### src/rtl/fetch_stage_pkg.sv
// Shared definitions for the RV32I fetch stage: defaults and fetch FSM encodings.
package fetch_stage_pkg;

    // addi x0, x0, 0
    localparam logic [31:0] DefaultNopInstr = 32'h0000_0013;
    localparam logic [31:0] DefaultResetPc  = 32'h0000_0000;

    typedef enum logic [1:0] {
        StIdle = 2'd0,  // reset state, no request yet
        StWait = 2'd1,  // request outstanding on the current path
        StFull = 2'd2,  // skid holds a fetched instruction, no request
        StDrop = 2'd3   // outstanding request belongs to a squashed path
    } fetch_state_e;

    // Clear the byte offset of a redirect address.
    function automatic logic [31:0] wordAlign(input logic [31:0] addr);
        return addr & ~32'd3;
    endfunction

endpackage

### src/rtl/fetch_stage.sv
// Instruction-fetch stage: PC, imem request handshake, one-entry skid buffer
// and the IF/ID pipeline register. Redirects from EX override stalls.
module fetch_stage
    import fetch_stage_pkg::*;
#(
    parameter logic [31:0] RESET_PC  = DefaultResetPc,
    parameter logic [31:0] NOP_INSTR = DefaultNopInstr
) (
    input  logic        clk,
    input  logic        rst,
    input  logic        PCWrite,
    input  logic        IFIDWrite,
    input  logic        branch_taken,
    input  logic [31:0] branch_target,
    output logic        imem_req,
    output logic [31:0] imem_addr,
    input  logic        imem_ready,
    input  logic [31:0] imem_rdata,
    output logic [31:0] IFID_PC,
    output logic [31:0] IFID_Instr,
    output logic        IFID_Valid
);

    fetch_state_e state_q;
    logic [31:0]  pc_q;
    logic [31:0]  fetch_addr_q;
    logic [31:0]  skid_q;
    logic         skid_valid_q;

    logic         advance;
    logic         complete;
    logic [31:0]  target;
    logic [31:0]  pc_plus4;

    // A mismatched PCWrite/IFIDWrite pair is treated as a stall.
    assign advance  = PCWrite & IFIDWrite;
    assign complete = imem_req & imem_ready;
    assign target   = wordAlign(branch_target);
    assign pc_plus4 = pc_q + 32'd4;

    // Request is decoded from the state so reset drops it without a clock edge.
    assign imem_req  = (state_q == StWait) || (state_q == StDrop);
    assign imem_addr = fetch_addr_q;

    // Fetch FSM, PC, skid buffer and IF/ID register.
    always_ff @(posedge clk or posedge rst) begin
        if (rst) begin
            state_q      <= StIdle;
            pc_q         <= RESET_PC;
            fetch_addr_q <= RESET_PC;
            skid_q       <= NOP_INSTR;
            skid_valid_q <= 1'b0;
            IFID_PC      <= 32'd0;
            IFID_Instr   <= NOP_INSTR;
            IFID_Valid   <= 1'b0;
        end else if (branch_taken) begin
            pc_q <= target;
            if (state_q == StDrop) begin
                // Squashed request still in flight; it will restart from the new PC.
                state_q <= StDrop;
            end else begin
                IFID_PC      <= target;
                IFID_Instr   <= NOP_INSTR;
                IFID_Valid   <= 1'b0;
                skid_valid_q <= 1'b0;
                if (state_q == StWait && !complete) begin
                    // Address must stay stable until the stale request completes.
                    state_q <= StDrop;
                end else begin
                    fetch_addr_q <= target;
                    state_q      <= StWait;
                end
            end
        end else begin
            unique case (state_q)
                StIdle: begin
                    fetch_addr_q <= pc_q;
                    state_q      <= StWait;
                end
                StWait: begin
                    if (complete && advance) begin
                        IFID_PC      <= fetch_addr_q;
                        IFID_Instr   <= imem_rdata;
                        IFID_Valid   <= 1'b1;
                        pc_q         <= pc_plus4;
                        fetch_addr_q <= pc_plus4;
                    end else if (complete) begin
                        skid_q       <= imem_rdata;
                        skid_valid_q <= 1'b1;
                        state_q      <= StFull;
                    end else if (advance) begin
                        IFID_PC    <= pc_q;
                        IFID_Instr <= NOP_INSTR;
                        IFID_Valid <= 1'b0;
                    end
                end
                StFull: begin
                    if (advance) begin
                        IFID_PC      <= pc_q;
                        IFID_Instr   <= skid_q;
                        IFID_Valid   <= skid_valid_q;
                        skid_valid_q <= 1'b0;
                        pc_q         <= pc_plus4;
                        fetch_addr_q <= pc_plus4;
                        state_q      <= StWait;
                    end
                end
                StDrop: begin
                    if (complete) begin
                        fetch_addr_q <= pc_q;
                        state_q      <= StWait;
                    end
                end
                default: state_q <= StIdle;
            endcase
        end
    end

endmodule
### config.mk
export PLATFORM = sky130hd
export DESIGN_NAME = fetch_stage
export DESIGN_NICKNAME = d
export VERILOG_FILES = /design/src/rtl/fetch_stage_pkg.sv /design/src/rtl/fetch_stage.sv
export SDC_FILE = /design/constraint.sdc
export NUM_CORES = 1
export LEC_CHECK = 0
export CAP_MARGIN = 15
export CORE_ASPECT_RATIO = 1.2
export CORE_UTILIZATION = 36
export CTS_CLUSTER_DIAMETER = 100
export CTS_CLUSTER_SIZE = 14
export DETAILED_ROUTE_END_ITERATION = 10
export HOLD_SLACK_MARGIN = 0.08
export MAX_ROUTING_LAYER = met4
export PLACE_DENSITY = 0.67
export SYNTH_ARGS = -nofsm -noshare
export SYNTH_HDL_FRONTEND = slang
export SYNTH_SLANG_ARGS = --single-unit
### constraint.sdc
create_clock -name clk -period 6.02 [get_ports clk]
set_clock_uncertainty 0.2 [all_clocks]
set_input_delay 1.204 -clock clk [delete_from_list [all_inputs] [get_ports clk]]
set_output_delay 1.204 -clock clk [all_outputs]
set_load 0.02 [all_outputs]
==> results of run 1 <==
[worst min path at each step]
stage | from | end | slack [ns] | depth (start not counted)
2_1_floorplan | skid_q[10] | skid_q[10] | 0.28 | 1
3_3_place_gp | IFID_PC[0] | IFID_PC[0] | 0.26 | 1
3_5_place_dp | IFID_PC[0] | IFID_PC[0] | 0.27 | 1
4_1_cts | IFID_PC[0] | IFID_PC[0] | 0.28 | 1
5_1_grt | IFID_Instr[18] | IFID_Instr[18] | 0.31 | 2
6_report | IFID_Instr[19] | IFID_Instr[19] | 0.28 | 2
[cells in the final DEF (no fill, tap or decap), types with 5 or more instances in the layout]
master,netlist,layout
a31oi_1,35,35
nor4_1,6,6
mux2_2,45,45
inv_1,8,7
o31ai_1,5,5
nor2_1,71,71
a21oi_1,16,15
mux2i_1,13,13
dfrtp_1,155,155
dfstp_2,6,6
xor2_1,32,32
nand3_1,45,45
o211ai_1,35,35
and4_1,6,6
clkbuf_16,0,17
xnor2_1,18,18
clkdlybuf4s50_1,0,164
o21ai_1,11,11
o21ai_0,49,49
a21o_1,5,5
nor3_1,16,15
a22oi_1,29,29
clkinvlp_4,0,5
nand2_1,157,156
nand2b_1,5,5
nand4b_1,5,5
nand4_1,14,14
and3_1,5,5
buf_4,3,14
[synth_stat cells (18+ instances only)]
library cell,count,area (µm²)
o211ai_1,35,262.8
a31oi_1,35,219.0
nand3_1,45,225.2
xnor2_1,18,157.7
clkbuf_1,54,202.7
a22oi_1,29,217.7
mux2_2,45,506.7
dfrtp_1,155,3879
o21ai_0,49,245.2
xor2_1,32,280.3
nor2_1,71,266.5
nand2_1,157,589.3
buf_2,22,110.1
[critical path, cell delays in order]
cell,delay [ns]
clkdlybuf4s50_1,0.49
nand2_2,0.37
nand4_1,0.27
o311a_2,0.71
buf_4,0.43
nor2_1,0.07
a31oi_1,0.16
[final cells by class]
type	count	area [µm²]
Tap cell	320	400.4
Timing Repair Buffer	179	1752
Fill cell	2319	12760
Inverter	10	42.54
Multi-Input combinational cell	687	4324
Clock inverter	15	151.4
Clock buffer	17	425.4
Sequential cell	161	4036
[where the power goes]
part	switching (mW)	internal (mW)
Combinational	1.06	0.865
Sequential	0.294	1.45
Clock	0.499	0.581
[per-stage QoR]
step                setup WS, ns  std cells
finish                     2.445       1389
floorplan                 0.2777        942
CTS                        2.436       1389
global placement           2.038       1357
global route               2.248       1389
detailed placement         1.978       1357
[flip-flops by register name, summed over array words and instances, names as in the netlist]
signal        count
IFID_Instr       32
IFID_PC          32
skid_q           32
imem_addr        31
pc_q             30
state_q           2
IFID_Valid        1
skid_valid_q      1
[per-layer routing]
metal	GRT usage, %	vias up	wire, µm	part of all wire [%]
met5	-	-	0	0
met4	6.623	0	442	1.8
met3	3.572	31	1410	5.7
li1	-	3572	-	-
met1	26.55	3709	10730	44
met2	34.23	242	12030	49
[kinds of logic after synthesis]
family                   count (synthesis)
AO/OA/AOI/OAI                          212
XOR/XNOR                                50
adder cells (fa/ha/maj)                  4
buffers and inverters                   94
flip-flops                             161
multiplexers                            58
AND/OR/NAND/NOR                        363
==> results.toml, run 1 <==
[floorplanning]
die_h_um = 172.8
die_w_um = 144.3
initial_core_util_pct = 36.61
fp.coreArea_mm2 = 0.02389
rows = 62
die-area_mm2 = 0.02493
io_pins = 168

[layout]
drive_gt1_share_pct = 11.79
nets = 1130
syn_to_final_growth_pct = 27.25
fin_area_mm2 = 0.01113
n_antenna_cell = 0
layout.core_utilization_pct = 46.59

[clock_network]
hold_buffers = 0
cts_made_buffers = 17
cts_tree = "done"
cts_root_buf = "clkbuf_16"
cts_resized = 0
cts.path.max_buffers = 2
cts.sinks = 161
post_cts_buffers = 0
clkTransAtPathRegs_ns = 0.07
clk_latency_ns = 0.43
cts_max_level = 4

[logic_synthesis]
async_reset_ff_share_pct = 100.0
ys_ff_latch = 161
yosys_warnings = 0
synth_fa_ha_area_share_pct = 0.5721
synth_ff_type = "dfrtp_1"
synth_top_family_by_area = "simple AND/OR/NAND/NOR gates"
synth_edf_count = 0
synthesis.area_mm2 = 0.008748
ys_seq_area_share_pct = 46.14
synthMuxAreaShare_pct = 7.280
synthXorXnorAreaFrac_pct = 5.006
syn_area_per_cell_um2 = 9.287
synth_fp_nets = 1016
synth_cells = 942
synth-simple-area-share_pct = 20.58
synth_cell_types = 63
synth_compound_area_share_pct = 15.76

[setup_path]
cp_data_required_time_ns = 6.16
startpoint = "IFIDWrite"
arrival_ns = 3.72
cp-start-kind = "primary input"
ff2ff_path_depth = 7
crit_path_max_fanout = 33
rr_endpoint = "pc_q[25]"
crit_end = "IFID_PC[8]"
end_kind = "register"
r2r-start = "state_q[1]"
criticalPathCategory = "primary input to register"
r2r_slack_ns = 3.05

[timing]
maxSlewViolCount = 0
fin_crit_ns = 3.575
max_slew_margin_pct = 33.12
holdWs_ns = 0.2793
setup_viol = 0
worst_slew_pin_slew_ns = 1.003
setup_tns_ns = 0
fmax_ghz = 0.2797
rsz0062_at_grt = "false"
hold_violations = 0
finalCritPeriodShare_pct = 59.39

[routing]
dr.first_iter.drc_count = 486
ant_nets = 0
vias = 7554
dr.pass1.iters = 8
drc = 1
wl_per_cell_um = 17.72
via_per_inst = 5.438
wl_mm = 24.61

[pwr]
peakVddDrop_uv = 215.0
power.density_mw_per_mm2 = 426.5
p_leak_nw = 4.455
finalPower_mw = 4.748

[placement]
hpwl_mm = 15.94
gp_congestion = 0.7965
placed_area_mm2 = 0.01056
io_buffers = 165

[global_route]
grt_overflow = 0
antenna_found_initial = 0
grt_max_degree = 99
grt_pass1_wl_mm = 40.25
grt_pass1_vias = 7527
groute.usage.overall_pct = 21.08

[run_status]
violations = "DRC"
status = "complete, but fails checks"

[job]
cap_violations = 0

[min_path]
hold_class = "register to register"
(Power assumes the default switching activity.)
==> inputs of run 2 (changes only) <==
--- a/config.mk
+++ b/config.mk
@@ -13,7 +13,7 @@
 export DETAILED_ROUTE_END_ITERATION = 10
 export HOLD_SLACK_MARGIN = 0.08
 export MAX_ROUTING_LAYER = met4
-export PLACE_DENSITY = 0.67
+export PLACE_DENSITY = 0.65
 export SYNTH_ARGS = -nofsm -noshare
 export SYNTH_HDL_FRONTEND = slang
 export SYNTH_SLANG_ARGS = --single-unit
==> constraint.sdc (replaced) <==
create_clock -name clk -period 3.3 [get_ports clk]
set_clock_uncertainty 0.2 [all_clocks]
set_input_delay 0.66 -clock clk [delete_from_list [all_inputs] [get_ports clk]]
set_output_delay 0.66 -clock clk [all_outputs]
set_load 0.02 [all_outputs]
==> run 2 against run 1 <==
Compared with the run above:
- the run now ends clean
- die area unchanged
- count of clock-buffer cells in the layout unchanged
- critical path depth down 3
- non-clock buffer count increased by 13
- largest power group unchanged
==> results.toml, run 2 (synthesis gave the netlist of run 1 again) <==
[placement]
gp_congestion = 0.8095
place_inst = 1370
hpwl_mm = 16.48
place_ws_ns = 0.2784
placed_area_mm2 = 0.01070
io_buffers = 165

[global_route]
grt_overflow = 0
antenna_found_initial = 0
grt_pass1_vias = 7425
grt_max_degree = 64
grt_pass1_wl_mm = 39.38
groute.usage.overall_pct = 20.60

[timing]
fin_crit_ns = 2.994
finalCritPeriodShare_pct = 90.72
rsz0062_at_grt = "false"
setup_tns_ns = 0
fmax_ghz = 0.3340
setup_viol = 0
hold_violations = 0
holdWs_ns = 0.2776
worst_slew_pin_slew_ns = 0.6776
max_slew_margin_pct = 53.53
setup_slack_ns = 0.3064
maxSlewViolCount = 0

[routing]
wl_met3_mm = 1.243
wl_mm = 24.45
wl_per_cell_um = 17.43
dr.first_iter.drc_count = 359
met1_length_mm = 10.84
dr.pass1.iters = 5
ant_nets = 0
drc = 0
vias = 7558
via_per_inst = 5.387
wl_met2_mm = 12.01
dr.max_layer_used = "met4"

[layout]
reg.largest.list = "IFID_Instr (32), IFID_PC (32), skid_q (32)"
layout.core_utilization_pct = 47.31
mostFrequentLayoutCell = "clkdlybuf4s50_1"
fin_cells = 1403
nets = 1143
drive_gt1_share_pct = 12.85
final_cell_mix = "clkdlybuf4s50_1, nand2_1, dfrtp_1, nor2_1, o21ai_0"
syn_to_final_growth_pct = 29.20
fin_area_mm2 = 0.01130

[floorplanning]
fp.coreArea_mm2 = 0.02389
io_pins = 168
die_w_um = 144.3
die-area_mm2 = 0.02493
rows = 62
initial_core_util_pct = 36.61
die_h_um = 172.8

[min_path]
hold_class = "register to register"

[clock_network]
clkTransAtPathRegs_ns = 0.07
cts_root_buf = "clkbuf_16"
hold_buffers = 0
cts_tree = "done"
cts_resized = 0
cts.path.max_buffers = 2
cts_max_level = 4
cts_made_buffers = 17
post_cts_buffers = 0
clk_latency_ns = 0.43
cts.sinks = 161

[pwr]
p_leak_nw = 4.552
finalPower_mw = 8.763
peakVddDrop_uv = 387.4
power.density_mw_per_mm2 = 775.3

[setup_path]
criticalPathCategory = "register to output pin"
path_delay_family = "buffers and inverters"
crit_path_max_fanout = 12
arrival_ns = 2.13
slowest_stage = "clkdlybuf4s50_1"
end_kind = "output pin"
worst-path-buf-inv = 2
critPathMaxStageDelay_ns = 0.63
cp_data_required_time_ns = 2.44
cp_cell_sequence = "inv_1, ha_1, or2_2, clkdlybuf4s50_1"
cp-start-kind = "register"

[job]
cap_violations = 0

[run_status]
status = "completed"
[run 2: changes by cell type in the layout (fill, tap and decap cells not counted), sizes merged]
cell      change
diode         +1
inv           +1
clkinvlp      -1
bufinv        +1
clkinv        -1
buf          +13
[run 2: power breakdown]
group	switching (mW)	leakage [nW]	total, mW	internal, mW
logic	1.93	2.32	3.55	1.62
clock network	0.894	0.287	2.03	1.14
registers	0.535	1.94	3.18	2.65
[run 2: layout make-up]
class | instances | area (µm²)
flip-flops and latches | 161 | 4036
well taps | 320 | 400.4
clock buffers | 17 | 425.4
diodes | 1 | 2.502
clock inverters | 15 | 173.9
fillers | 2362 | 12590
inverters | 10 | 41.29
multi-input cells | 687 | 4324
repair buffers | 192 | 1899
[run 2: final timing paths]
path	from	end	slack (ns)	depth (start not counted)
min in group asynchronous	rst	IFID_PC[1]	0.45	2
min reg2reg	IFID_Instr[19]	IFID_Instr[19]	0.28	2
max	state_q[1]	imem_req	0.31	4
max in group asynchronous	rst	pc_q[9]	1.76	3
min	IFID_Instr[19]	IFID_Instr[19]	0.28	2
max reg2reg	state_q[1]	pc_q[9]	0.56	7
[run 2: metal layers]
metal	up-vias	global-route usage [%]
met5	-	-
met4	0	5.877
met3	25	3.434
met2	217	33.37
met1	3719	26.29
li1	3597	-
[run 2: worst min-delay path, delay by kind of cell, from the launching register on]
family / cells / cell delay (ns)
DFF: 1 / 0.34
AOI/OAI and AO/OA: 1 / 0.06
and+or+nand+nor: 1 / 0.04
